`config.mk`:
```
export PLATFORM = sky130hd
export DESIGN_NAME = bus_arbiter
export DESIGN_NICKNAME = d
export VERILOG_FILES = /design/src/rtl/bus_arbiter_pkg.sv /design/src/rtl/bus_arbiter_fetch_buffer.sv /design/src/rtl/bus_arbiter.sv
export SDC_FILE = /design/constraint.sdc
export NUM_CORES = 1
export LEC_CHECK = 0
export BUFFER_PORTS_ARGS = -buffer_cell sky130_fd_sc_hd__buf_2
export CAP_MARGIN = 20
export CORE_UTILIZATION = 46
export CTS_CLUSTER_DIAMETER = 60
export DETAILED_ROUTE_END_ITERATION = 6
export PLACE_DENSITY = 0.81
export SKIP_CTS_REPAIR_TIMING = 1
export SLEW_MARGIN = 25
export SYNTH_ARGS = -nofsm -noshare
export SYNTH_HDL_FRONTEND = slang
export SYNTH_SLANG_ARGS = --single-unit
```
`constraint.sdc`:
```
create_clock -name clk -period 1.8 [get_ports clk]
set_input_delay 0.36 -clock clk [delete_from_list [all_inputs] [get_ports clk]]
set_output_delay 0.36 -clock clk [all_outputs]
set_load 0.02 [all_outputs]
```
`src/rtl/bus_arbiter_pkg.sv`:
```
// Shared types and constants for bus_arbiter and its optional fetch buffer.
package bus_arbiter_pkg;

   localparam int unsigned BA_ADDR_W = 32;
   localparam int unsigned BA_DATA_W = 32;
   localparam logic [BA_ADDR_W-1:0] WORD_MASK = 32'hFFFF_FFFC;

   typedef enum logic [1:0] {
      IDLE  = 2'd0,
      FETCH = 2'd1,
      MEM   = 2'd2,
      DONE  = 2'd3
   } state_e;

   typedef struct packed {
      logic [BA_ADDR_W-1:0] address;
      logic [BA_DATA_W-1:0] data;
      logic [3:0]           strobe;
      logic                 write;
      logic                 instruction;
   } req_t;

   function automatic logic [BA_ADDR_W-1:0] word_addr(input logic [BA_ADDR_W-1:0] a);
      return a & WORD_MASK;
   endfunction

endpackage

```
`src/rtl/bus_arbiter_fetch_buffer.sv`:
```
// One-entry instruction buffer (tag, data, valid); only built when
// BUS_ARBITER_FETCH_BUFFER_EN is defined.
`ifdef BUS_ARBITER_FETCH_BUFFER_EN
module fetch_buffer
   import bus_arbiter_pkg::*;
(
   input  logic                 clk,
   input  logic                 reset,
   input  logic                 fill_i,
   input  logic [BA_ADDR_W-1:0] fill_addr_i,
   input  logic [BA_DATA_W-1:0] fill_data_i,
   input  logic                 inval_i,
   input  logic [BA_ADDR_W-1:0] inval_addr_i,
   input  logic [BA_ADDR_W-1:0] lookup_addr_i,
   output logic                 hit_o,
   output logic [BA_DATA_W-1:0] data_o
);

   logic [BA_ADDR_W-1:0] tag_q;
   logic [BA_DATA_W-1:0] data_q;
   logic                 valid_q;

   always_ff @(posedge clk) begin
      if (reset) begin
         tag_q   <= '0;
         data_q  <= '0;
         valid_q <= 1'b0;
      end else if (fill_i) begin
         tag_q   <= word_addr(fill_addr_i);
         data_q  <= fill_data_i;
         valid_q <= 1'b1;
      end else if (inval_i && (word_addr(inval_addr_i) == tag_q)) begin
         valid_q <= 1'b0;
      end
   end

   assign hit_o  = valid_q && (tag_q == word_addr(lookup_addr_i));
   assign data_o = data_q;

endmodule
`endif

```
`src/rtl/bus_arbiter.sv`:
```
// Serialises instruction fetch and load/store onto one external bus, memory first.
// Optional one-entry fetch buffer enabled by BUS_ARBITER_FETCH_BUFFER_EN.
//
// state | meaning
// IDLE  | no bus op; pick memory request, else fetch
// FETCH | fetch op on bus, waiting for ext_ready
// MEM   | load or store on bus, waiting for ext_ready
// DONE  | one-cycle response to the original requester
module bus_arbiter
   import bus_arbiter_pkg::*;
#(
   parameter int ADDR_WIDTH = 32,
   parameter int DATA_WIDTH = 32
) (
   input  logic                  clk,
   input  logic                  reset,
   input  logic [ADDR_WIDTH-1:0] fetch_address,
   output logic [DATA_WIDTH-1:0] fetch_data,
   output logic                  fetch_ready,
   input  logic [ADDR_WIDTH-1:0] mem_address,
   input  logic [DATA_WIDTH-1:0] mem_store_data,
   input  logic [3:0]            mem_byte_enable,
   input  logic                  mem_read,
   input  logic                  mem_write,
   output logic [DATA_WIDTH-1:0] mem_load_data,
   output logic                  mem_ready,
   output logic                  ext_valid,
   input  logic                  ext_ready,
   output logic                  ext_write,
   output logic                  ext_instruction,
   output logic [ADDR_WIDTH-1:0] ext_address,
   output logic [DATA_WIDTH-1:0] ext_write_data,
   output logic [3:0]            ext_write_strobe,
   input  logic [DATA_WIDTH-1:0] ext_read_data
);

   state_e                state_q, state_d;
   req_t                  req_q, req_d;
   logic                  ext_valid_q, ext_valid_d;
   logic [DATA_WIDTH-1:0] rdata_q, rdata_d;
   logic                  mem_req;
   logic                  buf_hit;
   logic [DATA_WIDTH-1:0] buf_data;

   assign mem_req = mem_read | mem_write;

`ifdef BUS_ARBITER_FETCH_BUFFER_EN
   logic buf_lookup_hit;

   fetch_buffer u_fetch_buffer (
      .clk           (clk),
      .reset         (reset),
      .fill_i        ((state_q == FETCH) && ext_ready),
      .fill_addr_i   (req_q.address),
      .fill_data_i   (ext_read_data),
      .inval_i       ((state_q == IDLE) && mem_write),
      .inval_addr_i  (mem_address),
      .lookup_addr_i (fetch_address),
      .hit_o         (buf_lookup_hit),
      .data_o        (buf_data)
   );

   assign buf_hit = (state_q == IDLE) && buf_lookup_hit;
`else
   assign buf_hit  = 1'b0;
   assign buf_data = '0;
`endif

   always_comb begin
      state_d     = state_q;
      req_d       = req_q;
      ext_valid_d = ext_valid_q;
      rdata_d     = rdata_q;
      unique case (state_q)
         IDLE: begin
            // A both-read-and-write request is treated as a write.
            if (mem_req) begin
               req_d.address     = mem_address;
               req_d.data        = mem_write ? mem_store_data : '0;
               req_d.strobe      = mem_write ? mem_byte_enable : 4'b0000;
               req_d.write       = mem_write;
               req_d.instruction = 1'b0;
               ext_valid_d       = 1'b1;
               state_d           = MEM;
            end else if (!buf_hit) begin
               req_d.address     = fetch_address;
               req_d.data        = '0;
               req_d.strobe      = 4'b0000;
               req_d.write       = 1'b0;
               req_d.instruction = 1'b1;
               ext_valid_d       = 1'b1;
               state_d           = FETCH;
            end
         end
         FETCH, MEM: begin
            if (ext_ready) begin
               rdata_d     = ext_read_data;
               ext_valid_d = 1'b0;
               state_d     = DONE;
            end
         end
         DONE:    state_d = IDLE;
         default: state_d = IDLE;
      endcase
   end

   always_ff @(posedge clk) begin
      if (reset) begin
         state_q     <= IDLE;
         req_q       <= '0;
         ext_valid_q <= 1'b0;
         rdata_q     <= '0;
      end else begin
         state_q     <= state_d;
         req_q       <= req_d;
         ext_valid_q <= ext_valid_d;
         rdata_q     <= rdata_d;
      end
   end

   assign ext_valid        = ext_valid_q;
   assign ext_write        = req_q.write;
   assign ext_instruction  = req_q.instruction;
   assign ext_address      = word_addr(req_q.address);
   assign ext_write_data   = req_q.data;
   assign ext_write_strobe = req_q.strobe;

   // Results of a redirected fetch or withdrawn memory op are dropped here.
   assign fetch_ready   = buf_hit ||
                          ((state_q == DONE) && req_q.instruction && (req_q.address == fetch_address));
   assign fetch_data    = buf_hit ? buf_data : rdata_q;
   assign mem_ready     = !mem_req ||
                          ((state_q == DONE) && !req_q.instruction && (req_q.address == mem_address));
   assign mem_load_data = rdata_q;

endmodule

```
==> results of run 1 <==
## where the power goes
group          switching, mW  internal [mW]  total (mW)  leakage [nW]
Clock                  0.941           1.11        2.05         0.149
Sequential             0.517           2.99        3.51         0.866
Combinational           3.28           2.05        5.33          2.37
## Yosys cell counts, types with 4 or more instances
cell type	count	area, µm²
a22oi_1	36	270
nand2_1	132	495
clkbuf_1	22	82.6
xor2_1	54	473
xnor2_1	6	52.6
nor4_1	14	87.6
a21oi_1	36	180
nand4_1	4	25.0
nor2_1	71	267
buf_4	100	751
dfxtp_1	105	2100
buf_1	4	15.0
a311oi_1	32	280
inv_1	6	22.5
buf_2	15	75.1
## metrics by stage
step | area, µm² | cells | util (%) | hold slack, ns | worst slack [ns]
finish | 6740 | 990 | 59.3 | 0.238 | -0.500
detailed placement | 6360 | 974 | 55.9 | 0.450 | -0.240
global route | 6740 | 990 | 59.3 | 0.241 | -0.567
floorplan | 5370 | 661 | - | 0.441 | -0.000464
CTS | 6670 | 990 | 58.7 | 0.234 | -0.500
global placement | 6360 | 974 | 55.9 | 0.449 | -0.217
## layout make-up
type,instances,area [µm²],area share [%]
Multi-Input combinational cell,407,2370,35.1
Sequential cell,105,2120,31.4
Timing Repair Buffer,311,1740,25.8
Clock buffer,9,225,3.34
Tap cell,143,179,2.65
Clock inverter,7,83.8,1.24
Inverter,8,30.0,0.446
## kinds of logic after synthesis
logic type	share of synthesized area, %
XOR/XNOR	9.82
AO/OA/AOI/OAI	14.6
multiplexers	0.187
adder cells (fa/ha/maj)	0.468
buffers and inverters	17.8
AND/OR/NAND/NOR	17.8
other	0.0701
flip-flops	39.3
## routing by layer
metal  vias to the layer above  wire length [µm]  GRT usage (%)
met3                        25              1180           5.93
met5                         -                 0              0
met4                         0               393           11.5
met2                       204              7350           41.0
li1                       2468                 -              -
met1                      2258              5650           25.4
## flip-flops by register name, indices dropped and copies added (netlist names)
register          count
fetch_data           32
req_q                 2
ext_write             1
ext_write_strobe      4
ext_address          30
ext_instruction       1
state_q               2
ext_write_data       32
ext_valid             1
## critical path, cell delays in order, from the launching register on
cell     delay (ns)
dfxtp_4        0.36
xor2_1         0.17
nor4_1         0.43
nand2_1        0.18
nor4_4         0.27
buf_4          0.18
## path summary, 6_finish.rpt
kind                                         start            endpoint  slack (ns)  depth (start not counted)
worst max-delay path               ext_address[21]         fetch_ready       -0.50                          5
worst min-delay path             mem_store_data[4]   ext_write_data[4]        0.24                          3
worst max register to register          state_q[0]   ext_write_data[9]        0.24                          6
worst min register to register  ext_write_data[31]  ext_write_data[31]        0.46                          2
==> flow_summary.ini, run 1 <==
[run_status]
status = finished with violations
violations = setup timing

[layout]
final_common_cell = buf_2
drive_gt1_share_pct = 41.6
syn_to_final_growth_pct = 26.0
final_cell_mix = buf_2 (268), nand2_1 (132), dfxtp_1 (96)
nets = 981
fill_cells = 1052
num_antenna_cells = 0

[timing]
final.setup_skew_ns = 0.0104
fin_crit_sh_pct = 128
worst_slack_ns = -0.500
tightest_slew_ns = 0.618
fin_crit_ns = 2.30
rsz0062_at_grt = true
fmax_mhz = 435
hold_viol = 0
slew-limit-headroom_pct = 58.7
drv_slew = 0
setup_viol = 2
fin_tns_setup_ns = -0.939

[drt]
drtIter0Drc = 393
wl_per_cell_um = 14.7
drtAntennaViolNets = 0
dr.pass1.iters = 5
via_count = 4955
via_per_inst = 5.01
drt_wl_total_um = 14600
drc = 0

[clocking]
clockBufferDepth = 2
cts_tree = yes
clk_latency_ns = 0.35
cts_buffers = 9
root_buffer = clkbuf_16
h-tree-depth = 3
clkSinkCount = 105
clk_pin_slew_ns = 0.08

[global_route]
track_usage_pct = 23.1
overflow = 0
grt_pass1_wl_um = 21400
grt_pass1_vias = 4470
grt_max_degree = 70
antenna_found_initial = 0

[logic_synthesis]
synthArstFlopShare_pct = 0
postSynthCellCount = 660
yosysWarnings = 0
synth_cell_types = 33
synth_area_per_cell_um2 = 8.11
seq_area_frac_synth_pct = 39.3
synth_flop_cell = dfxtp_1
mappedNetlistArea_um2 = 5350
synth_edf_count = 0
yosys_register_bits = 105

[floorplan]
fp-row-count = 39
fp.coreArea_um2 = 11400
start_util_pct = 47.1
pin_count = 274
dieArea_um2 = 12100
dieWidth_um = 110
die_h_um = 110

[critical_path]
required_ns = 1.44
worst-path-max-fanout = 3
cp.arrival_ns = 1.94
worstSetupPathType = reg -> out
start_kind = flip-flop
cp-end-kind = output pin

[power_and_ir_drop]
p_leak_nw = 3.38
cellPowerDensity_nw_per_um2 = 1620
total_power_mw = 10.9
vdd_ir_drop_max_mv = 0.826

[placement]
port_buffers = 271
finalWeightedCongestion = 0.844
dpl.hpwl_um = 10800

[hold_path]
hp-class = in -> reg

[flow_run]
drv_cap = 0
(Power assumes the default switching activity.)
==> run 2, diff against run 1 <==
--- a/config.mk
+++ b/config.mk
@@ -7,4 +7,4 @@
 export LEC_CHECK = 0
-export BUFFER_PORTS_ARGS = -buffer_cell sky130_fd_sc_hd__buf_2
-export CAP_MARGIN = 20
+export BUFFER_PORTS_ARGS = -buffer_cell sky130_fd_sc_hd__clkbuf_2
+export CAP_MARGIN = 5
 export CORE_UTILIZATION = 46
==> constraint.sdc (replaced) <==
create_clock -name clk -period 1.8 [get_ports clk]
set_input_delay 0 -clock clk [delete_from_list [all_inputs] [get_ports clk]]
set_output_delay 0 -clock clk [all_outputs]
set_load 0.02 [all_outputs]
==> flow_summary.ini, run 2 (synthesized netlist as in run 1, its figures left out) <==
[layout]
num_antenna_cells = 0
drive_gt1_share_pct = 34.6
post-route-util_pct = 69.5
fill_cells = 837
postLayoutCellArea_um2 = 7910
nets = 1090
syn_to_final_growth_pct = 47.8
final_cell_mix = clkbuf_2 (268), dlygate4sd3_1 (133), nand2_1 (132)
final_common_cell = clkbuf_2

[placement]
dpl.hpwl_um = 10900
place_area_um2 = 6130
dp_slack_ns = 0.129
finalWeightedCongestion = 0.903
port_buffers = 271

[critical_path]
r2r_slack_ns = 0.14
start_kind = flip-flop
rr_startpoint = state_q[0]
worstSetupPathType = reg -> out
rr_worst_depth = 6
cp-end-kind = output pin
required_ns = 1.80
reg2reg_to = ext_address[16]
cp.arrival_ns = 1.90
worst-path-max-fanout = 4

[floorplan]
dieWidth_um = 110
fp.coreArea_um2 = 11400
fp-row-count = 39
die_h_um = 110
pin_count = 274
start_util_pct = 47.1
dieArea_um2 = 12100

[global_route]
overflow = 0
grt_pass1_wl_um = 21300
grt_max_degree = 69
antenna_found_initial = 0
track_usage_pct = 23.2
grt_pass1_vias = 4296

[flow_run]
drv_cap = 0

[power_and_ir_drop]
cellPowerDensity_nw_per_um2 = 1420
total_power_mw = 11.2
p_leak_nw = 3.74
vdd_ir_drop_max_mv = 0.883

[drt]
drtAntennaViolNets = 0
dr.pass1.iters = 5
drt_wl_total_um = 18500
via_per_inst = 5.20
drtIter0Drc = 533
via_count = 5717
drc = 0
wl_per_cell_um = 16.8

[timing]
rsz0062_at_grt = true
drv_slew = 0
hold_viol = 0
whs_ns = 0.0226
fin_crit_ns = 1.90
worst_slack_ns = -0.0999
slew-limit-headroom_pct = 48.4
final.setup_skew_ns = 0.00953
fmax_mhz = 526
fin_crit_sh_pct = 106
tightest_slew_ns = 0.775
setup_viol = 1

[clocking]
clkSinkCount = 105
cts_tree = yes
clk_latency_ns = 0.35
root_buffer = clkbuf_16
cts_buffers = 9
clockBufferDepth = 2
h-tree-depth = 3
clk_pin_slew_ns = 0.08

[hold_path]
worstHoldPathCells = 2
holdPathEnd = ext_write_data[20]
min_from = reset
hp-class = in -> reg

[run_status]
status = finished with violations
violations = setup timing
[run 2: cell type report]
class	count	area (µm²)	share of cell area, %
clock buffers	9	225	2.85
inverters	8	30.0	0.380
multi-input cells	407	2380	30.1
flip-flops and latches	105	2120	26.8
repair buffers	420	2880	36.4
well taps	143	179	2.26
clock inverters	7	96.3	1.22
[run 2: where the power goes]
group / internal [mW] / total, mW / leakage (nW) / switching (mW)
Sequential: 3.00 / 3.62 / 0.866 / 0.621
Clock: 1.12 / 2.10 / 0.154 / 0.974
Combinational: 2.08 / 5.51 / 2.72 / 3.43
Total: 6.20 / 11.2 / 3.74 / 5.03
[run 2: stage by stage]
stage               instances  setup TNS [ns]
floorplan                 661               0
global placement          947               0
detailed placement        947               0
CTS                       963          -0.478
global route             1099          -0.208
finish                   1099         -0.0999
[run 2: critical path, stage by stage (launching register included)]
cell     delay (ns)
dfxtp_1        0.36
xor2_1         0.19
nor4_2         0.27
buf_4          0.16
nand4_1        0.10
o31ai_2        0.27
buf_4          0.20
[run 2: worst max-delay path by stage]
stage | start | to
floorplan | ext_instruction | fetch_ready
global placement | ext_address[10] | mem_ready
detailed placement | ext_address[10] | mem_ready
CTS | ext_address[10] | mem_ready
global route | ext_address[19] | mem_ready
finish | ext_address[19] | mem_ready
[run 2: metal layers]
layer	track usage (%)	wire length, µm
met3	5.51	1450
met2	41.3	9560
met1	26.4	6680
met5	0	0
met4	9.71	779
==> run 3, diff against run 2 <==
- BUFFER_PORTS_ARGS: -buffer_cell sky130_fd_sc_hd__clkbuf_2 -> -buffer_cell sky130_fd_sc_hd__buf_4
==> flow_summary.ini, run 3 (synthesized netlist as in run 1, its figures left out) <==
[floorplan]
die_h_um = 110
pin_count = 274
dieArea_um2 = 12100
fp.coreArea_um2 = 11400
start_util_pct = 47.1
dieWidth_um = 110
fp-row-count = 39

[critical_path]
rr_worst_depth = 7
cp-end-kind = output pin
worstSetupPathType = reg -> out
r2r_slack_ns = 0.22
reg2reg_to = ext_write_data[8]
required_ns = 1.80
cp.arrival_ns = 1.90
worst-path-max-fanout = 4
rr_startpoint = state_q[1]
start_kind = flip-flop

[clocking]
h-tree-depth = 3
clk_pin_slew_ns = 0.08
root_buffer = clkbuf_16
cts_buffers = 9
cts_tree = yes
clockBufferDepth = 2
clkSinkCount = 105
clk_latency_ns = 0.34

[layout]
postLayoutCellArea_um2 = 8580
syn_to_final_growth_pct = 60.4
fill_cells = 741
final_common_cell = buf_4
nets = 1091
stdcell_count = 1100
drive_gt1_share_pct = 34.6
num_antenna_cells = 0
final_cell_mix = buf_4 (283), dlygate4sd3_1 (134), nand2_1 (132)

[drt]
drc = 0
via_per_inst = 5.16
drtAntennaViolNets = 0
drt_wl_total_um = 19000
via_count = 5679
wl_per_cell_um = 17.3
dr.pass1.iters = 5
drtIter0Drc = 474

[global_route]
grt_pass1_wl_um = 21700
antenna_found_initial = 0
grt_pass1_vias = 4324
overflow = 0
grt_max_degree = 53
track_usage_pct = 23.7

[timing]
fmax_mhz = 527
rsz0062_at_grt = true
slew-limit-headroom_pct = 48.4
tightest_slew_ns = 0.774
final.setup_skew_ns = 0.0123
fin_crit_sh_pct = 105
setup_viol = 2
worst_slack_ns = -0.0987
whs_ns = 0.0419
hold_viol = 0
drv_slew = 0
fin_crit_ns = 1.90

[placement]
place_area_um2 = 6790
finalWeightedCongestion = 0.849
placedCellCount = 947
dpl.hpwl_um = 11300
port_buffers = 271

[power_and_ir_drop]
p_switching_mw = 5.03
clkPwrFrac_pct = 17.9
vdd_ir_drop_max_mv = 0.892
power_frac_comb_pct = 50.9
pwr-share-seq_pct = 31.2
p_int_mw = 6.72
cellPowerDensity_nw_per_um2 = 1370
p_sw_share_pct = 42.8
p_leak_nw = 3.93

[run_status]
status = finished with violations
violations = setup timing

[hold_path]
worstHoldPathCells = 2
hp-class = in -> reg
min_from = reset
holdPathEnd = ext_write_data[14]

[flow_run]
drv_cap = 0
==> run 3: cell types whose count changed in the layout (fill, tap and decap cells not counted) <==
cell / delta
buf_12: -1
dlygate4sd3_1: +1
clkinv_4: -1
nor4_2: -1
clkbuf_2: -268
dfxtp_4: +3
inv_8: -2
xor2_1: -1
dfxtp_2: -3
xor2_2: +1
clkbuf_8: +1
nor4_1: +1
inv_6: +2
buf_4: +269
==> run 3: cell type report <==
| class | instances | area (µm²) | share of cell area, % |
|---|---|---|---|
| clock buffer | 10 | 239 | 2.78 |
| inverter | 8 | 30.0 | 0.350 |
| multi-input combinational | 407 | 2380 | 27.7 |
| sequential | 105 | 2130 | 24.8 |
| timing repair buffer | 421 | 3550 | 41.3 |
| tap | 143 | 179 | 2.08 |
| clock inverter | 6 | 82.6 | 0.962 |
==> run 3: power groups by stage <==
| stage | combinational [mW] | clock [mW] | sequential [mW] |
|---|---|---|---|
| global placement | 5.44 | 0 | 3.58 |
| finish | 5.98 | 2.10 | 3.67 |
| detailed placement | 5.46 | 0 | 3.62 |
| global route | 6.39 | 2.24 | 3.75 |
| CTS | 5.47 | 2.12 | 3.58 |
| floorplan | 3.80 | 0 | 3.74 |
==> run 3: stage by stage <==
| stage | power [mW] | setup WS, ns | TNS (ns) | util [%] |
|---|---|---|---|---|
| finish | 11.7 | -0.0987 | -0.165 | 75.5 |
| global route | 12.4 | -0.119 | -0.225 | 75.5 |
| CTS | 11.2 | -0.194 | -0.352 | 62.6 |
| detailed placement | 9.08 | 0.200 | 0 | 59.8 |
| global placement | 9.02 | 0.212 | 0 | 59.8 |
| floorplan | 7.54 | 0.201 | 0 | - |
==> run 3: worst max-delay path, cell delays in order, from the launching register on <==
cell and delay [ns]:
dfxtp_4 0.37, xor2_2 0.14, nor4_2 0.34, nand4_1 0.20
o31ai_2 0.31, buf_4 0.20
==> run 3: how the worst max path moves through the flow <==
| stage | start | end | slack [ns] | cells after the start |
|---|---|---|---|---|
| floorplan | ext_instruction | fetch_ready | 0.20 | 3 |
| global placement | ext_address[10] | mem_ready | 0.21 | 5 |
| detailed placement | ext_address[14] | mem_ready | 0.20 | 6 |
| CTS | ext_address[19] | mem_ready | -0.19 | 6 |
| global route | ext_address[30] | mem_ready | -0.12 | 5 |
| finish | ext_address[21] | mem_ready | -0.1 | 5 |
==> run 3: layer usage <==
metal / track usage (%) / up-vias / routed length (µm)
met5: 0 / - / 0
met4: 8.00 / 0 / 775
met3: 8.06 / 67 / 1600
met2: 41.7 / 297 / 9740
met1: 26.7 / 2617 / 6890
li1: - / 2698 / -
